### config.mk
export PLATFORM = sky130hd
export DESIGN_NAME = irda_link_arbiter
export DESIGN_NICKNAME = d
export VERILOG_FILES = /design/src/rtl/irda_pkg.sv /design/src/rtl/irda_bit_timer.sv /design/src/rtl/irda_link_arbiter.sv
export SDC_FILE = /design/constraint.sdc
export NUM_CORES = 1
export LEC_CHECK = 0
export CAP_MARGIN = 20
export CORE_MARGIN = 3
export CORE_UTILIZATION = 30
export CTS_CLUSTER_DIAMETER = 100
export CTS_CLUSTER_SIZE = 20
export DETAILED_ROUTE_END_ITERATION = 8
export GPL_ROUTABILITY_DRIVEN = 0
export HOLD_SLACK_MARGIN = 0.15
export PLACE_DENSITY = 0.52
export REMOVE_ABC_BUFFERS = 1
export SETUP_SLACK_MARGIN = 0.3
export SLEW_MARGIN = 10
export SYNTH_ARGS = -nofsm -noshare
export SYNTH_HDL_FRONTEND = slang
export SYNTH_HIERARCHICAL = 1
export SYNTH_SLANG_ARGS = --single-unit
### constraint.sdc
create_clock -name clock -period 2.4 [get_ports clock]
set_input_delay 0.48 -clock clock [delete_from_list [all_inputs] [get_ports clock]]
set_output_delay 0.48 -clock clock [all_outputs]
set_load 0.05 [all_outputs]
### src/rtl/irda_pkg.sv
// -----------------------------------------------------------------------------
// irda_pkg
// Shared IrDA definitions used by the link arbiter, the demodulator and the
// UART blocks: link state encoding, default bit period and timer width.
// No ports (package).
// -----------------------------------------------------------------------------
package irda_pkg;

  // Clock cycles per UART bit at 50 MHz / 9600 Bd.
  localparam int unsigned IRDA_BIT_CYCLES = 5208;

  // Width of the shared bit-period timer.
  localparam int unsigned IRDA_TIMER_W = 17;

  // Link arbiter state encoding; also driven out on link_state.
  typedef enum logic [1:0] {
    IRDA_IDLE = 2'b00,
    IRDA_RX   = 2'b01,
    IRDA_TX   = 2'b10,
    IRDA_TURN = 2'b11
  } irda_state_e;

  // Terminal count for a timer that must expire after bits*cycles clocks.
  // The timer starts at zero, so the last in-window value is bits*cycles-1.
  function automatic logic [IRDA_TIMER_W-1:0] irda_terminal(
    input int unsigned bits,
    input int unsigned cycles
  );
    return IRDA_TIMER_W'(bits * cycles - 32'd1);
  endfunction

endpackage

### src/rtl/irda_bit_timer.sv
// -----------------------------------------------------------------------------
// irda_bit_timer
// Clearable 17-bit up-counter with a terminal-count compare.
// Ports:
//   clock       in   clock, posedge
//   reset       in   synchronous active-high reset (count -> 0)
//   clear       in   synchronous clear (count -> 0), overrides counting
//   terminal    in   17-bit compare value
//   at_terminal out  high while the registered count equals terminal
// -----------------------------------------------------------------------------
module irda_bit_timer
  import irda_pkg::*;
(
  input  logic                    clock,
  input  logic                    reset,
  input  logic                    clear,
  input  logic [IRDA_TIMER_W-1:0] terminal,
  output logic                    at_terminal
);

  logic [IRDA_TIMER_W-1:0] count_r;

  // Counter register: reset/clear to zero, otherwise count up.
  always_ff @(posedge clock) begin
    if (reset) begin
      count_r <= '0;
    end else if (clear) begin
      count_r <= '0;
    end else begin
      count_r <= count_r + {{(IRDA_TIMER_W-1){1'b0}}, 1'b1};
    end
  end

  assign at_terminal = (count_r == terminal);

endmodule

### src/rtl/irda_link_arbiter.sv
// -----------------------------------------------------------------------------
// irda_link_arbiter
// Half-duplex IrDA link arbiter. Grants the IR LED to the UART transmitter
// only when the optical receiver is quiet, blanks the demodulator while
// transmitting and for a turnaround window afterwards, and flags a
// simultaneous transmit request / receive start seen in IDLE.
//
// Build option: define IRDA_ARB_TX_PRIORITY_EN to let the transmitter win a
// simultaneous TX request / RX start; by default the receiver wins.
//
// Parameters:
//   BIT_CYCLES    clock cycles per UART bit
//   RX_IDLE_BITS  pulse-free bit times that end a receive session
//   TURN_BITS     bit times of receiver blanking after a transmission
// Ports:
//   clock             in   clock, posedge
//   reset             in   synchronous active-high reset
//   tx_req            in   transmitter has a frame pending (level)
//   tx_done           in   transmitter finished its frame (1-cycle pulse)
//   rx_ir_data        in   raw IR receiver line, idle high, low = pulse
//   tx_grant          out  transmitter may drive the IR LED
//   im_not_receiving  out  forces the demodulator UART output idle
//   link_state        out  registered state (00 IDLE,01 RX,10 TX,11 TURN)
//   collision         out  1-cycle pulse on TX request + RX start in IDLE
// All outputs are registered and change one edge after the causing input.
// -----------------------------------------------------------------------------
module irda_link_arbiter
  import irda_pkg::*;
#(
  parameter int unsigned BIT_CYCLES   = IRDA_BIT_CYCLES,
  parameter int unsigned RX_IDLE_BITS = 11,
  parameter int unsigned TURN_BITS    = 2
) (
  input  logic       clock,
  input  logic       reset,
  input  logic       tx_req,
  input  logic       tx_done,
  input  logic       rx_ir_data,
  output logic       tx_grant,
  output logic       im_not_receiving,
  output logic [1:0] link_state,
  output logic       collision
);

  localparam logic [IRDA_TIMER_W-1:0] RX_TC   = irda_terminal(RX_IDLE_BITS, BIT_CYCLES);
  localparam logic [IRDA_TIMER_W-1:0] TURN_TC = irda_terminal(TURN_BITS, BIT_CYCLES);

  irda_state_e             state_r;
  irda_state_e             next_state_s;
  logic                    tx_grant_r;
  logic                    im_not_receiving_r;
  logic                    collision_r;
  logic                    collide_s;
  logic                    timer_clear_s;
  logic [IRDA_TIMER_W-1:0] timer_tc_s;
  logic                    timer_hit_s;

  irda_bit_timer u_timer (
    .clock       (clock),
    .reset       (reset),
    .clear       (timer_clear_s),
    .terminal    (timer_tc_s),
    .at_terminal (timer_hit_s)
  );

  // Timer control: counts only in RX (restarted by each low sample) and in
  // TURN; held at zero elsewhere so TURN always starts from zero.
  always_comb begin
    timer_clear_s = 1'b1;
    timer_tc_s    = TURN_TC;
    case (state_r)
      IRDA_RX: begin
        timer_clear_s = ~rx_ir_data;
        timer_tc_s    = RX_TC;
      end
      IRDA_TURN: begin
        timer_clear_s = 1'b0;
        timer_tc_s    = TURN_TC;
      end
      default: begin
        timer_clear_s = 1'b1;
        timer_tc_s    = TURN_TC;
      end
    endcase
  end

  // Next-state logic. A TX request during RX or TURN is simply not looked
  // at; since tx_req is a level it is picked up again once back in IDLE.
  always_comb begin
    next_state_s = IRDA_IDLE;
    case (state_r)
      IRDA_IDLE: begin
`ifdef IRDA_ARB_TX_PRIORITY_EN
        if (tx_req) begin
          next_state_s = IRDA_TX;
        end else if (!rx_ir_data) begin
          next_state_s = IRDA_RX;
        end else begin
          next_state_s = IRDA_IDLE;
        end
`else
        if (!rx_ir_data) begin
          next_state_s = IRDA_RX;
        end else if (tx_req) begin
          next_state_s = IRDA_TX;
        end else begin
          next_state_s = IRDA_IDLE;
        end
`endif
      end
      IRDA_RX: begin
        if (rx_ir_data && timer_hit_s) begin
          next_state_s = IRDA_IDLE;
        end else begin
          next_state_s = IRDA_RX;
        end
      end
      IRDA_TX: begin
        // rx_ir_data is ignored here: the receiver sees our own LED.
        if (tx_done || !tx_req) begin
          next_state_s = IRDA_TURN;
        end else begin
          next_state_s = IRDA_TX;
        end
      end
      IRDA_TURN: begin
        if (timer_hit_s) begin
          next_state_s = IRDA_IDLE;
        end else begin
          next_state_s = IRDA_TURN;
        end
      end
      default: begin
        next_state_s = IRDA_IDLE;
      end
    endcase
  end

  assign collide_s = (state_r == IRDA_IDLE) && !rx_ir_data && tx_req;

  // State and output registers. Outputs are decoded from the next state so
  // they always match the registered state (Moore) without an extra cycle.
  always_ff @(posedge clock) begin
    if (reset) begin
      state_r            <= IRDA_IDLE;
      tx_grant_r         <= 1'b0;
      im_not_receiving_r <= 1'b0;
      collision_r        <= 1'b0;
    end else begin
      state_r            <= next_state_s;
      tx_grant_r         <= (next_state_s == IRDA_TX);
      im_not_receiving_r <= (next_state_s == IRDA_TX) || (next_state_s == IRDA_TURN);
      collision_r        <= collide_s;
    end
  end

  assign tx_grant         = tx_grant_r;
  assign im_not_receiving = im_not_receiving_r;
  assign link_state       = state_r;
  assign collision        = collision_r;

endmodule

==> results by group <==
Run status
  • Outcome: finished clean

Worst setup path
  • Type of the worst setup path: reg -> out
  • Crit path capture type: output port
  • CP Launch Type: flop
  • Critical-path maximum fanout: 4
  • Worst Path Required: 1.92 ns
  • WP data arrival: 1.52 ns

Synthesis
  • Post-synthesis cell area: 1130 µm²
  • Yosys cell types: 36
  • Most numerous cell in the Yosys netlist: dfxtp_1
  • Post-synth EDFFs: 0
  • Synth top area share: 37.3%
  • Synth area leaders: dfxtp_1, xor2_1, xnor2_1, nor2_1, nand4_1
  • Dominant cell type by area after synthesis: dfxtp_1
  • Post-synth top cells: dfxtp_1, nor2_1, xor2_1
  • Syn Area/Cell: 8.61 µm²
  • Most used DFF post-synth: dfxtp_1
  • FF+latch count, synth: 21
  • Synth Instances: 131
  • Seq/Total Area, Yosys: 37.3%
  • Ys Warns: 6
  • Post-synth ARST share: 0%

Clock tree
  • Clock sinks: 21
  • CTS tree: yes
  • Setup repair bufs after CTS: 0
  • Clock transition at path regs: 0.07 ns
  • Clock root cell: clkbuf_8
  • Clk_lat worst skew: 0.25 ns
  • H-tree depth: 1
  • CTS buffer count: 3
  • Clock Path Buffers: 2

Pwr
  • Overall power: 0.682 mW
  • Leakage: 0.474 nW
  • Power per cell area: 509 nW/µm²
  • Peak VDD IR: 0.000368 V

Route
  • Pre-Repair DR Iteration Count: 4
  • Post-Route WL: 2280 µm
  • DR WL/cell: 12.0 µm
  • Post-route ant nets: 0
  • Mean number of vias per cell: 4.73
  • Initial DRC count: 27
  • Drt drc: 0
  • DR vias: 898

Timing
  • Final Slew Violations: 0
  • Final setup vio count: 0
  • Worst slew pin tran: 0.502 ns
  • Hold Slack: 0.523 ns
  • Final hold violation count: 0
  • RSZ-0062 raised after global routing: true
  • Final min period: 2.00 ns
  • Final TNS setup: 0 ns
  • Relative slew margins: 66.4%
  • Final Worst Setup Slack: 0.404 ns
  • Fmax: 501 MHz
  • Final Skew: 0.00132 ns
  • Crit share post-route: 83.2%

Global route
  • Total gr overflow: 0
  • Global-route wire length before repair: 3980 µm
  • Initial antenna violation count: 0
  • Largest net degree at the start of global routing: 17
  • Tot GR Track Use: 11.6%
  • Vias in the first global route: 849

Floorplan
  • Core footprint: 3470 µm²
  • Effective utilization at floorplan: 32.5%
  • Total die area: 4530 µm²
  • Cell Rows: 21
  • DIE HEIGHT: 67.3 µm
  • Die X-Extent: 67.3 µm
  • # IOs: 10

Layout
  • Multi-input gate area: 702 µm²
  • Filler instances: 374
  • Nets: 151
  • Share of cells above drive strength 1: 11.1%
  • Storage cell area: 422 µm²
  • Area delta synth->final: 19.0%
  • Diode count: 0

Hold path
  • Hold WC Path Type: reg -> reg

Placed design
  • I/O Buffers: 9
  • HPWL after DPL: 1720 µm
  • Worst slack, placed: 0.0711 ns

Flow run
  • Number of max-cap violations: 0
## through the flow
step,util [%],cells,cell area (µm²)
after floorplan,-,130,1110
after global placement,36.5,186,1270
after detailed placement,36.5,186,1270
after CTS,38.3,190,1330
after global routing,38.7,190,1340
final,38.7,190,1340
## placed cells by master (no fill, tap or decap), types with 2 or more instances in the layout
cell,n
nor2_1,20
dfxtp_1,20
xor2_1,18
xnor2_1,12
clkdlybuf4s50_1,9
conb_1,7
nand4_1,7
nand2_1,6
nand3_1,6
nor4_1,5
clkbuf_8,3
nor3_1,3
inv_1,2
## critical path: stages, from the launching register on
cell and delay, ns:
dfxtp_1 0.33, buf_4 0.13, clkdlybuf4s50_1 0.80
## layout make-up
cell class,count,area share [%]
clock buffers,4,3.36
well taps,46,4.29
flip-flops and latches,21,31.4
inverters,4,1.31
repair buffers,10,7.28
multi-input cells,105,52.3
## logic make-up after synthesis
| family | count (synthesis) | share of synthesized area (%) |
|---|---|---|
| adder cells (fa/ha/maj) | 1 | 1.11 |
| AO/OA/AOI/OAI | 8 | 5.22 |
| flip-flops | 21 | 37.3 |
| AND/OR/NAND/NOR | 59 | 28.0 |
| other | 2 | 0.666 |
| buffers and inverters | 10 | 4.44 |
| XOR/XNOR | 30 | 23.3 |
## power breakdown
part / leakage, nW / switching, mW / internal [mW]
clock network: 0.0228 / 0.108 / 0.118
registers: 0.170 / 0.00552 / 0.354
logic: 0.281 / 0.0581 / 0.0396
## registers in the layout, indices dropped and copies added (netlist names)
register / cells
im_not_receiving: 1
link_state: 1
collision: 1
u_timer/count_r: 17
tx_grant: 1
## what timing repair did
action	4_1_cts	5_1_grt
endpoints found under the setup margin	3	5
resized for setup	4	3
hold endpoints to repair	0	0
hold buffers	0	0
pin swaps	0	1
## per-layer routing
metal	vias to the layer above	part of all wire, %	GRT usage (%)
li1	464	-	-
met1	414	51	15.2
met2	18	45	18.9
met3	2	4.1	3.83
met4	0	0.61	1.52
met5	-	0	0
## worst paths after layout
kind	from	slack, ns	to	cells after the start
max reg2reg	im_not_receiving$_SDFF_PP0_	0.44	im_not_receiving$_SDFF_PP0_	9
min reg2reg	u_timer/count_r[0]$_SDFF_PP0_	0.52	u_timer/count_r[0]$_SDFF_PP0_	1
min	u_timer/count_r[0]$_SDFF_PP0_	0.52	u_timer/count_r[0]$_SDFF_PP0_	1
max	link_state[0]$_SDFF_PP0_	0.40	link_state[0]	2
No activity file was read; power rests on OpenSTA's default activity.
